## src/rtl/bcd_pkg.sv

```systemverilog
// -----------------------------------------------------------------------------
// bcd_pkg
// Shared definitions for the sequential binary-to-BCD converter.
//   DIGIT_W      : width of one BCD digit (4 bits)
//   ADD3_THRESH  : digits at or above this value get +3 before each shift
//   state_t      : converter FSM encoding (IDLE / SHIFT / DONE)
//   pow10()      : constant helper used for the elaboration-time size check
// -----------------------------------------------------------------------------
package bcd_pkg;

  localparam int DIGIT_W = 4;

  localparam logic [3:0] ADD3_THRESH = 4'd5;

  typedef enum logic [1:0] {
    S_IDLE  = 2'd0,
    S_SHIFT = 2'd1,
    S_DONE  = 2'd2
  } state_t;

  function automatic longint unsigned pow10(input int n);
    longint unsigned r;
    r = 1;
    for (int i = 0; i < n; i++) begin
      r = r * 10;
    end
    return r;
  endfunction

endpackage

```

## src/rtl/bcd_add3.sv

```systemverilog
// -----------------------------------------------------------------------------
// bcd_add3
// Combinational double-dabble digit correction: out = in + 3 when in >= 5,
// otherwise out = in. Applied to every BCD digit before each left shift so
// the shift carries correctly into the next decimal digit.
// Ports:
//   din  [3:0] : current BCD digit
//   dout [3:0] : corrected digit
// -----------------------------------------------------------------------------
module bcd_add3
  import bcd_pkg::*;
(
  input  logic [DIGIT_W-1:0] din,
  output logic [DIGIT_W-1:0] dout
);

  // din is at most 9 in normal operation, so din + 3 never exceeds 12 and
  // the 4-bit sum cannot wrap.
  assign dout = (din >= ADD3_THRESH) ? din + 4'd3 : din;

endmodule

```

## src/rtl/seq_bin2bcd.sv

```systemverilog
// -----------------------------------------------------------------------------
// seq_bin2bcd
// Sequential shift-and-add-3 (double-dabble) converter from a W-bit unsigned
// binary value to ND packed BCD digits. One bit is processed per clock.
//
// Ports:
//   CLOCK_50      in   system clock, rising edge
//   Reset         in   synchronous active-high reset
//   Start         in   conversion request, sampled only while idle
//   Bin  [W-1:0]  in   operand, captured in the cycle Start is accepted
//   Busy          out  high from the cycle after acceptance through DONE
//   Done          out  one-cycle pulse; BCD holds the new result that cycle
//   BCD  [4ND-1:0] out packed result, digit k at [4k+3:4k], digit 0 = LSD
//   Blank [ND-1:0] out (only with BCD_LEADING_BLANK_EN) leading-zero flags,
//                      Blank[k]=1 when digits k..ND-1 are all zero (k>=1);
//                      Blank[0] is always 0
//
// Configuration macro: BCD_LEADING_BLANK_EN adds the Blank output.
//
// Handshake: Start is a request, not a valid/ready pair. It is honoured only
// in IDLE; any Start seen while Busy is dropped, not queued. Each accepted
// Start produces exactly one Done pulse W+1 cycles later unless Reset
// intervenes, in which case no Done is produced for it.
//
// Timing (Start accepted in cycle 0): SHIFT in cycles 1..W, DONE in W+1,
// next Start accepted no earlier than cycle W+2.
// -----------------------------------------------------------------------------
module seq_bin2bcd
  import bcd_pkg::*;
#(
  parameter int W  = 8,
  parameter int ND = 3
) (
  input  logic                  CLOCK_50,
  input  logic                  Reset,
  input  logic                  Start,
  input  logic [W-1:0]          Bin,
  output logic                  Busy,
  output logic                  Done,
  output logic [DIGIT_W*ND-1:0] BCD
`ifdef BCD_LEADING_BLANK_EN
  ,
  output logic [ND-1:0]         Blank
`endif
);

  localparam int BW = DIGIT_W * ND;
  localparam int CW = $clog2(W + 1);
  localparam longint unsigned MAX_BIN = (longint'(1) << W) - 1;

  // Parameter sanity checks at elaboration.
  if (W < 4 || W > 16) begin : g_bad_width
    $error("seq_bin2bcd: W must be in 4..16");
  end
  if (pow10(ND) <= MAX_BIN) begin : g_bad_digits
    $error("seq_bin2bcd: ND digits cannot hold 2^W-1");
  end

  // ---------------------------------------------------------------------------
  // State and datapath registers
  // ---------------------------------------------------------------------------
  state_t          state;
  state_t          state_nxt;
  logic [W-1:0]    binreg;
  logic [BW-1:0]   scratch;
  logic [CW-1:0]   cnt;
  logic [BW-1:0]   bcd_q;

  // FSM control decoded from state
  logic            capture;
  logic            shift_en;
  logic            last_shift;

  // Corrected digits and the shifted scratch value for this cycle
  logic [BW-1:0]   scratch_adj;
  logic [BW-1:0]   scratch_sh;

  // ---------------------------------------------------------------------------
  // Per-digit add-3 correction
  // ---------------------------------------------------------------------------
  for (genvar k = 0; k < ND; k++) begin : g_add3
    bcd_add3 u_add3 (
      .din  (scratch[k*DIGIT_W +: DIGIT_W]),
      .dout (scratch_adj[k*DIGIT_W +: DIGIT_W])
    );
  end

  // The MSB of the binary register enters the BCD scratch on every shift.
  assign scratch_sh = {scratch_adj[BW-2:0], binreg[W-1]};
  assign last_shift = (cnt == CW'(1));

  // ---------------------------------------------------------------------------
  // FSM: state register
  // ---------------------------------------------------------------------------
  always_ff @(posedge CLOCK_50) begin
    if (Reset) begin
      state <= S_IDLE;
    end else begin
      state <= state_nxt;
    end
  end

  // ---------------------------------------------------------------------------
  // FSM: next state and outputs
  // ---------------------------------------------------------------------------
  always_comb begin
    state_nxt = state;
    capture   = 1'b0;
    shift_en  = 1'b0;
    Busy      = 1'b0;
    Done      = 1'b0;
    case (state)
      S_IDLE: begin
        if (Start) begin
          capture   = 1'b1;
          state_nxt = S_SHIFT;
        end
      end
      S_SHIFT: begin
        Busy     = 1'b1;
        shift_en = 1'b1;
        if (last_shift) begin
          state_nxt = S_DONE;
        end
      end
      S_DONE: begin
        Busy      = 1'b1;
        Done      = 1'b1;
        state_nxt = S_IDLE;
      end
      default: begin
        state_nxt = S_IDLE;
      end
    endcase
  end

  // ---------------------------------------------------------------------------
  // Datapath
  // The output register is loaded on the edge that enters DONE so that the new
  // BCD value and the Done pulse appear in the same cycle.
  // ---------------------------------------------------------------------------
  always_ff @(posedge CLOCK_50) begin
    if (Reset) begin
      binreg  <= '0;
      scratch <= '0;
      cnt     <= '0;
      bcd_q   <= '0;
    end else if (capture) begin
      binreg  <= Bin;
      scratch <= '0;
      cnt     <= CW'(W);
    end else if (shift_en) begin
      binreg  <= {binreg[W-2:0], 1'b0};
      scratch <= scratch_sh;
      cnt     <= cnt - CW'(1);
      if (last_shift) begin
        bcd_q <= scratch_sh;
      end
    end
  end

  assign BCD = bcd_q;

`ifdef BCD_LEADING_BLANK_EN
  // ---------------------------------------------------------------------------
  // Leading-zero blanking, computed from the same final value as BCD.
  // Digit 0 is never blanked so zero still shows a single "0".
  // ---------------------------------------------------------------------------
  localparam logic [ND-1:0] BLANK_RST = ~(ND'(1));

  logic [ND-1:0] blank_nxt;
  logic [ND-1:0] blank_q;
  logic          zero_run;

  always_comb begin
    blank_nxt = '0;
    zero_run  = 1'b1;
    for (int k = ND - 1; k >= 1; k--) begin
      zero_run     = zero_run && (scratch_sh[k*DIGIT_W +: DIGIT_W] == '0);
      blank_nxt[k] = zero_run;
    end
  end

  always_ff @(posedge CLOCK_50) begin
    if (Reset) begin
      blank_q <= BLANK_RST;
    end else if (shift_en && last_shift) begin
      blank_q <= blank_nxt;
    end
  end

  assign Blank = blank_q;
`endif

`ifndef SYNTHESIS
  // A digit of 10 or more after a shift means the add-3 correction failed.
  always @(posedge CLOCK_50) begin
    if (!Reset && shift_en) begin
      for (int k = 0; k < ND; k++) begin
        assert (scratch_sh[k*DIGIT_W +: DIGIT_W] <= 4'd9);
      end
    end
  end
`endif

endmodule

```

## config.mk

```make
export PLATFORM = sky130hd
export DESIGN_NAME = seq_bin2bcd
export DESIGN_NICKNAME = d
export VERILOG_FILES = /design/src/rtl/bcd_pkg.sv /design/src/rtl/bcd_add3.sv /design/src/rtl/seq_bin2bcd.sv
export SDC_FILE = /design/constraint.sdc
export NUM_CORES = 1
export LEC_CHECK = 0
export BUFFER_PORTS_ARGS = -buffer_cell sky130_fd_sc_hd__buf_2
export CAP_MARGIN = 20
export CORE_UTILIZATION = 25
export CTS_CLUSTER_SIZE = 20
export DETAILED_ROUTE_END_ITERATION = 10
export SLEW_MARGIN = 20
export SYNTH_ARGS = -nofsm -noshare
export SYNTH_HDL_FRONTEND = slang
export SYNTH_SLANG_ARGS = --single-unit
```

## constraint.sdc

```tcl
create_clock -name CLOCK_50 -period 4.3 [get_ports CLOCK_50]
set_input_delay 1.29 -clock CLOCK_50 [delete_from_list [all_inputs] [get_ports CLOCK_50]]
set_output_delay 1.29 -clock CLOCK_50 [all_outputs]
set_load 0.05 [all_outputs]
```

==> metrics.md, run 1 <==
| Metric | Value |
|---|---|
| CP max FO | 4 |
| Worst Hold Class | reg2reg |
| Flop2flop setup slack | 2300 ps |
| Hold_buf cts | 0 |
| Switching part of the total power | 30.7% |
| CP max-delay cell | dfxtp_1 |
| Unrepaired setup endpoints after global routing | false |
| Grt total ovfl | 0 |
| YS warnings | 0 |
| Fin. Hold Viols | 0 |
| Combinational fraction of design power | 22.7% |
| Crit-path leading delay family | flip-flops |
| Initial DRC count | 39 |
| Slowest cell delay on critical path | 380 ps |
| Final Critical Period | 2600 ps |
| Synth Area in Adders | 9.03% |
| CTS Buf Count | 5 |
| Finished Layout Cells | 320 |
| PostCTS Resize Cnt | 0 |
| Share of cells above drive strength 1 | 17.0% |
| Final ANT Viol Nets | 0 |
| Critical Path Start Type | flip-flop |
| Hold Path End | scratch[11]$_SDFFE_PP0P_ |
| P_leak | 0.802 nW |
| Met2 GRT Util | 15.7% |
| Dpl cells | 312 |
| Crit. End Element | primary output |
| Via-per-instance ratio | 4.31 |
| Main combinational cell family by area after synthesis | simple AND/OR/NAND/NOR gates |
| Worst EP required | 3010 ps |
| Mux contribution to synthesized area | 7.44% |
| Starting Density | 26.2% |
| Layout Nets | 247 |
| Clk_lat worst skew | 290 ps |
| Max IR drop VDD | 0.133 mV |
| Area of the mapped netlist | 1800 um^2 |
| DRC Markers | 0 |
| Die X | 86.9 um |
| Hold path cells | 2 |
| Post-Synth XOR/XNOR Area | 2.92% |
| Worst slew pin tran | 507 ps |
| FF-to-FF path depth | 6 |
| Rows | 30 |
| Largest net degree at the start of global routing | 34 |
| Final setup fails | 0 |
| Status | finished, final reports clean |
| HP Start | scratch[11]$_SDFFE_PP0P_ |
| CTS tree | done |
| Reg clk slew, reported paths | 80 ps |
| First-pass GRT wire length | 6120 um |
| Synth Area in Compound Gates | 15.5% |
| FF-to-FF End | scratch[1]$_SDFFE_PP0P_ |
| Die Height | 86.9 um |
| Yosys reg bits | 38 |
| Pwr dens | 431 nW/um^2 |
| Skew final | 4.76 ps |
| Total of max-cap violations | 0 |
| Final WL | 3450 um |
| Root Buffer | clkbuf_8 |
| Clk buf depth | 2 |
| Pint | 0.634 mW |
| Slew Viols, Final | 0 |
| H-Tree Depth | 2 |
| Share of the clock period used by the worst path | 60.4% |
| Syn_area_per_cell | 9.05 um^2 |
| NetSw | 0.281 mW |
| Total GRT Usage | 10.5% |
| Worst path arrival time | 1310 ps |
| Synth top area share | 42.3% |
| GRT met3 Usage | 3.41% |
| Syn Inst Count | 199 |
| Pre-antenna DRT Iters | 4 |
| Slew headroom | 66.1% |
| WS Path Type | reg2out |
| Vias | 1379 |
| Simple-gate portion of the synthesized area | 18.6% |
| Worst-path cell chain | inv_1 -> ha_1 -> buf_2 |
| Cell taking the most area after synthesis | dfxtp_1 |
| Clock Sinks | 38 |
| F_max | 0.385 GHz |
| Setup Total Neg Slack | 0 ps |
| Clk pwr share | 33.5% |
| Placed wire-length estimate | 2410 um |
| PortBufs | 24 |
| R2r startpoint | state[0]$_SDFFE_PP0P_ |
| Sequential-to-total area share from yosys stat | 42.3% |
| Ant diodes | 0 |
| Sequential power share | 43.8% |
| Total die area | 7550 um^2 |
| IO Pins | 25 |
| Core footprint | 6870 um^2 |
| Vias in the first global route | 1297 |
| Final core utilization | 30.9% |
| Wire length per cell | 10.8 um |
| Area grow syn2layout | 18.1% |
| Synth Net Count | 223 |
| Routability cong. | 0.810 |
| Synth top area cells | dfxtp_1 (42%), ha_1 (9.0%), mux2i_1 (5.6%) |
| GR peak layer | met2 |
| Met1 usage | 13.9% |
| Post-synthesis cell type count | 26 |
| Initial antenna violation count | 0 |
| Setup bufs post-CTS | 0 |
| Critical path buffers and inverters | 2 |
[worst max path at each step]
stage / from / to / slack (ps) / depth (start not counted)
3_3_place_gp: Start / scratch[9]$_SDFFE_PP0P_ / 1650 / 5
2_1_floorplan: state[0]$_SDFFE_PP0P_ / Busy / 2030 / 2
5_1_grt: state[0]$_SDFFE_PP0P_ / Busy / 1640 / 3
4_1_cts: state[0]$_SDFFE_PP0P_ / Busy / 1670 / 3
3_5_place_dp: Start / scratch[1]$_SDFFE_PP0P_ / 1620 / 5
6_report: state[0]$_SDFFE_PP0P_ / Busy / 1700 / 3
[cell type report]
cell class              instances  area, um^2
repair buffers                 25         128
clock buffers                   5        68.8
fillers                       719        4740
clock inverters                 3        45.0
well taps                      96         120
flip-flops and latches         38         761
multi-input cells             142         962
inverters                      11        41.3
[power by group through the flow]
stage	Sequential [mW]	Combinational (mW)	Clock, mW
3_3_place_gp	0.410	0.206	0
4_1_cts	0.402	0.210	0.315
5_1_grt	0.406	0.235	0.330
3_5_place_dp	0.410	0.209	0
6_report	0.401	0.208	0.307
2_1_floorplan	0.414	0.168	0
[registers in the layout (all words and copies together), names as in the netlist]
name     cells
scratch     12
cnt          4
BCD         12
binreg       8
state        2
[routing by layer]
metal  share of wire (%)  up-vias
li1                    -      735
met1                  49      621
met2                  44       18
met3                 4.2        5
met4                 1.9        0
met5                   0        -
[metrics by stage]
stage	hold slack [ps]	instance area (um^2)	power, mW	worst slack, ps
final	487	2130	0.915	1700
after global routing	512	2130	0.971	1640
after CTS	488	2130	0.927	1670
after detailed placement	474	2010	0.619	1620
after global placement	472	2010	0.616	1650
after floorplan	445	1800	0.582	2030
[cells by family after synthesis]
kind of cell,after synthesis
simple gates,63
compound gates,47
flops,38
buf+inv,19
mux,13
fa+ha+maj,13
xor+xnor,6
[Yosys cell counts (all sizes together)]
master,n
nand2,12
clkbuf,5
nor3b,3
or3,3
a311oi,3
nand2b,11
nor4b,1
buf,3
o21ai,14
o22ai,6
xor2,1
or3b,1
a211oi,10
dfxtp,38
a21oi,14
xnor2,5
ha,13
inv,11
nand3,4
mux2i,10
mux2,3
nand3b,4
nor2,23
nor2b,1
[worst reg2reg max path, delay by kind of cell (launching register included)]
family / cells / cell delay (ps)
flops: 1 / 380
compound gates: 1 / 70
buf+inv: 1 / 100
fa+ha+maj: 1 / 250
simple gates: 3 / 1120
[placed cells by master (no fill, tap or decap), types with 2 or more instances in the layout]
cell / count
dfxtp_1: 38
buf_2: 24
nor2_1: 22
a21oi_1: 14
o21ai_0: 14
ha_1: 13
nand2_1: 12
inv_1: 11
nand2b_1: 11
mux2i_1: 10
a211oi_1: 10
o22ai_1: 6
xnor2_1: 5
clkbuf_8: 5
nand3_1: 4
nand3b_1: 4
nor3b_1: 3
a311oi_1: 3
mux2_2: 3
or3_1: 3
clkinvlp_4: 2
Note: power is estimated with default switching activity, not from simulation.
==> run 2: changes to the inputs <==
clock period = 2.4 ns   (was 4.3 ns; I/O delays follow)
==> metrics.md, run 2 (synthesis gave the netlist of run 1 again) <==
| Metric | Value |
|---|---|
| Status | finished, final reports clean |
| PostCTS Resize Cnt | 0 |
| Total GRT Usage | 10.8% |
| Dpl cells | 314 |
| Max IR drop VDD | 0.330 mV |
| Vias in the first global route | 1367 |
| Pre-antenna DRT Iters | 4 |
| Pwr dens | 724 nW/um^2 |
| Initial DRC count | 74 |
| Total of max-cap violations | 0 |
| Starting Density | 26.2% |
| Worst-path cell chain | inv_1 -> ha_1 -> buf_2 |
| Hold slack | 489 ps |
| Area grow syn2layout | 16.8% |
| Skew final | 6.80 ps |
| Die Height | 86.9 um |
| Placed wire-length estimate | 2500 um |
| Slew Viols, Final | 0 |
| Commonest non-fill, non-tap cells in the layout | dfxtp_1 (38), buf_2 (24), nor2_1 (22), a21oi_1 (14), o21ai_0 (14) |
| Share of cells above drive strength 1 | 16.4% |
| Setup Total Neg Slack | 0 ps |
| WS Path Type | reg2out |
| Final setup fails | 0 |
| CTS Buf Count | 5 |
| Dpl ws | 491 ps |
| Clk buf depth | 2 |
| Worst slew pin tran | 459 ps |
| Hold_buf cts | 0 |
| F_max | 0.492 GHz |
| Rows | 30 |
| Reg clk slew, reported paths | 70 ps |
| Finished Layout Cells | 321 |
| Final Cell Area | 2100 um^2 |
| Dpl cell area | 2030 um^2 |
| Grt total ovfl | 0 |
| Initial antenna violation count | 0 |
| Largest net degree at the start of global routing | 27 |
| Vias | 1409 |
| Crit-path leading delay family | flip-flops |
| CTS tree | done |
| H-Tree Depth | 2 |
| Via-per-instance ratio | 4.39 |
| Routability cong. | 0.747 |
| Setup ws final | 366 ps |
| Worst Hold Class | reg2reg |
| DRC Markers | 0 |
| Share of the clock period used by the worst path | 84.8% |
| Slowest cell delay on critical path | 390 ps |
| First-pass GRT wire length | 6290 um |
| CP max-delay cell | dfxtp_1 |
| Total die area | 7550 um^2 |
| Core footprint | 6870 um^2 |
| PortBufs | 24 |
| Ant diodes | 0 |
| Die X | 86.9 um |
| Commonest non-fill, non-tap cell in the layout | dfxtp_1 |
| Layout Nets | 249 |
| Unrepaired setup endpoints after global routing | false |
| Final ANT Viol Nets | 0 |
| CP max FO | 4 |
| Fin. Hold Viols | 0 |
| Crit. End Element | primary output |
| Clock Sinks | 38 |
| Final Critical Period | 2030 ps |
| Critical Path Start Type | flip-flop |
| Worst EP required | 1680 ps |
| Slew headroom | 69.4% |
| Root Buffer | clkbuf_8 |
| Final WL | 3700 um |
| Clk_lat worst skew | 280 ps |
| P_leak | 0.799 nW |
| Critical path buffers and inverters | 2 |
| Worst path arrival time | 1310 ps |
| Setup bufs post-CTS | 0 |
| Wire length per cell | 11.5 um |
| IO Pins | 25 |
## run 2: worst paths after layout
kind | from | to | slack (ps) | depth (start not counted)
worst max-delay path | state[0]$_SDFFE_PP0P_ | Busy | 370 | 3
worst min-delay path | scratch[11]$_SDFFE_PP0P_ | scratch[11]$_SDFFE_PP0P_ | 490 | 2
worst max register to register | cnt[0]$_SDFFE_PP0P_ | BCD[6]$_SDFFE_PP0P_ | 610 | 5
worst min register to register | scratch[11]$_SDFFE_PP0P_ | scratch[11]$_SDFFE_PP0P_ | 490 | 2
## run 2: area by class of cell
cell class	instances	area (um^2)
Clock buffer	7	76.3
Timing Repair Buffer	27	143
Sequential cell	38	761
Inverter	11	41.3
Tap cell	96	120
Multi-Input combinational cell	142	962
Fill cell	727	4770
## run 2: power by group
part / leakage [nW] / internal, mW / switching, mW
Sequential: 0.309 / 0.684 / 0.0376
Combinational: 0.452 / 0.155 / 0.235
Clock: 0.0383 / 0.200 / 0.212
Total: 0.799 / 1.04 / 0.484
## run 2: per-stage QoR
| stage | power (mW) | util [%] |
|---|---|---|
| after floorplan | 1.04 | - |
| after global placement | 1.12 | 29.5 |
| after detailed placement | 1.13 | 29.5 |
| after CTS | 1.54 | 30.6 |
| after global routing | 1.63 | 30.6 |
| final | 1.52 | 30.6 |
## run 2: tightest hold or removal path: stages (launching register included)
cell and delay [ps]:
dfxtp_1 320, nand2_1 60, a21oi_1 60
## run 2: routing by layer
metal,part of all wire (%),global-route usage [%],vias to the layer above
li1,-,-,736
met5,0,0,-
met1,48,13.4,650
met2,46,17.1,21
met4,1.0,4.55,0
met3,4.1,3.41,2
==> run 3: changes to the inputs <==
clock period = 2 ns   (was 2.4 ns; I/O delays follow)
==> metrics.md, run 3 (synthesis gave the netlist of run 1 again) <==
| Metric | Value |
|---|---|
| Crit. End Element | primary output |
| Critical Path Start Type | flip-flop |
| Total die area | 7550 um^2 |
| Share of cells above drive strength 1 | 18.7% |
| PortBufs | 24 |
| Fin. Hold Viols | 0 |
| Setup ws final | 97.1 ps |
| Share of the clock period used by the worst path | 95.1% |
| Layout Nets | 253 |
| F_max | 0.526 GHz |
| Unrepaired setup endpoints after global routing | false |
| CP max FO | 4 |
| Rows | 30 |
| Largest net degree at the start of global routing | 19 |
| Starting Density | 26.2% |
| Sequential power share | 46.2% |
| Total GRT Usage | 11.0% |
| CP max-delay cell | dfxtp_1 |
| IO Pins | 25 |
| Dpl ws | 308 ps |
| Commonest non-fill, non-tap cells in the layout | dfxtp_1 (38), buf_2 (24), nor2_1 (22), a21oi_1 (14), o21ai_0 (14) |
| CTS Buf Count | 5 |
| Slowest cell delay on critical path | 380 ps |
| Die Height | 86.9 um |
| Worst slew pin tran | 324 ps |
| Worst Hold Class | reg2reg |
| Status | finished, final reports clean |
| Skew final | 13.1 ps |
| DRC Markers | 0 |
| Max IR drop VDD | 0.277 mV |
| Switching part of the total power | 32.2% |
| Dpl cell area | 2060 um^2 |
| Clk_lat worst skew | 290 ps |
| Worst-path cell chain | inv_1 -> ha_1 -> buf_2 |
| Core footprint | 6870 um^2 |
| Clk buf depth | 2 |
| NetSw | 0.602 mW |
| CTS tree | done |
| Final setup fails | 0 |
| Hold_buf cts | 0 |
| Ant diodes | 0 |
| Die X | 86.9 um |
| P_leak | 0.826 nW |
| First-pass GRT wire length | 6440 um |
| Final ANT Viol Nets | 0 |
| Initial DRC count | 50 |
| Vias | 1448 |
| Initial antenna violation count | 0 |
| Final WL | 3630 um |
| Routability cong. | 0.810 |
| Clock Sinks | 38 |
| Root Buffer | clkbuf_8 |
| Reg clk slew, reported paths | 80 ps |
| Combinational fraction of design power | 26.0% |
| Slew headroom | 78.1% |
| Worst path arrival time | 1300 ps |
| Vias in the first global route | 1443 |
| Filler cells | 742 |
| Clk pwr share | 27.9% |
| Crit-path leading delay family | flip-flops |
| Placed wire-length estimate | 2640 um |
| PostCTS Resize Cnt | 0 |
| H-Tree Depth | 2 |
| Pint | 1.27 mW |
| Pwr dens | 872 nW/um^2 |
| Wire length per cell | 11.1 um |
| Via-per-instance ratio | 4.44 |
| Pre-antenna DRT Iters | 4 |
| Commonest non-fill, non-tap cell in the layout | dfxtp_1 |
| Setup Total Neg Slack | 0 ps |
| Setup bufs post-CTS | 0 |
| Critical path buffers and inverters | 2 |
| Final Critical Period | 1900 ps |
| Worst EP required | 1400 ps |
| WS Path Type | reg2out |
| Total of max-cap violations | 0 |
| Area grow syn2layout | 19.0% |
| Grt total ovfl | 0 |
| Slew Viols, Final | 0 |
| Final Cell Area | 2140 um^2 |
run 3: cell count changes in the layout (fill, tap and decap cells not counted):
cell and delta:
clkinv_2 +1, clkbuf_1 -1, clkinv_4 +1, buf_4 +4
run 3: layer usage:
layer	GRT usage, %	wire, um	share of wire (%)	vias up
met5	0	0	0	-
met4	4.09	58	1.6	0
met3	2.75	125	3.4	4
met2	18.8	1690	46	24
met1	13.2	1760	48	669
li1	-	-	-	751
run 3: metrics by stage:
stage          cells  util (%)  hold WS [ps]  total power [mW]
6_report         326      31.2           487              1.87
5_1_grt          326      31.2           504              1.99
4_1_cts          326      31.2           490              1.89
3_5_place_dp     318      29.9           473              1.37
3_3_place_gp     318      29.9           475              1.37
2_1_floorplan    199         -           445              1.25
run 3: power by group through the flow:
stage,sequential [mW],clock [mW],combinational [mW]
2_1_floorplan,0.891,0,0.360
3_3_place_gp,0.881,0,0.488
3_5_place_dp,0.882,0,0.488
4_1_cts,0.865,0.537,0.492
5_1_grt,0.873,0.565,0.552
6_report,0.863,0.521,0.485
run 3: worst min-delay path, stage by stage (launching register included):
cell and delay, ps:
dfxtp_1 330, nand2_1 60, a21oi_1 50
run 3: cell type report:
| cell class | count | area (um^2) | share of cell area [%] |
|---|---|---|---|
| flip-flops and latches | 38 | 761 | 35.5 |
| clock buffers | 6 | 72.6 | 3.39 |
| repair buffers | 31 | 173 | 8.06 |
| multi-input cells | 142 | 962 | 44.9 |
| well taps | 96 | 120 | 5.60 |
| inverters | 11 | 41.3 | 1.93 |
| clock inverters | 2 | 13.8 | 0.642 |
run 3: path summary, 6_finish.rpt:
path	end	cells after the start	startpoint	slack, ps
min	scratch[11]$_SDFFE_PP0P_	2	scratch[11]$_SDFFE_PP0P_	490
max reg2reg	BCD[2]$_SDFFE_PP0P_	5	cnt[0]$_SDFFE_PP0P_	300
min reg2reg	scratch[11]$_SDFFE_PP0P_	2	scratch[11]$_SDFFE_PP0P_	490
max	Busy	3	state[0]$_SDFFE_PP0P_	100
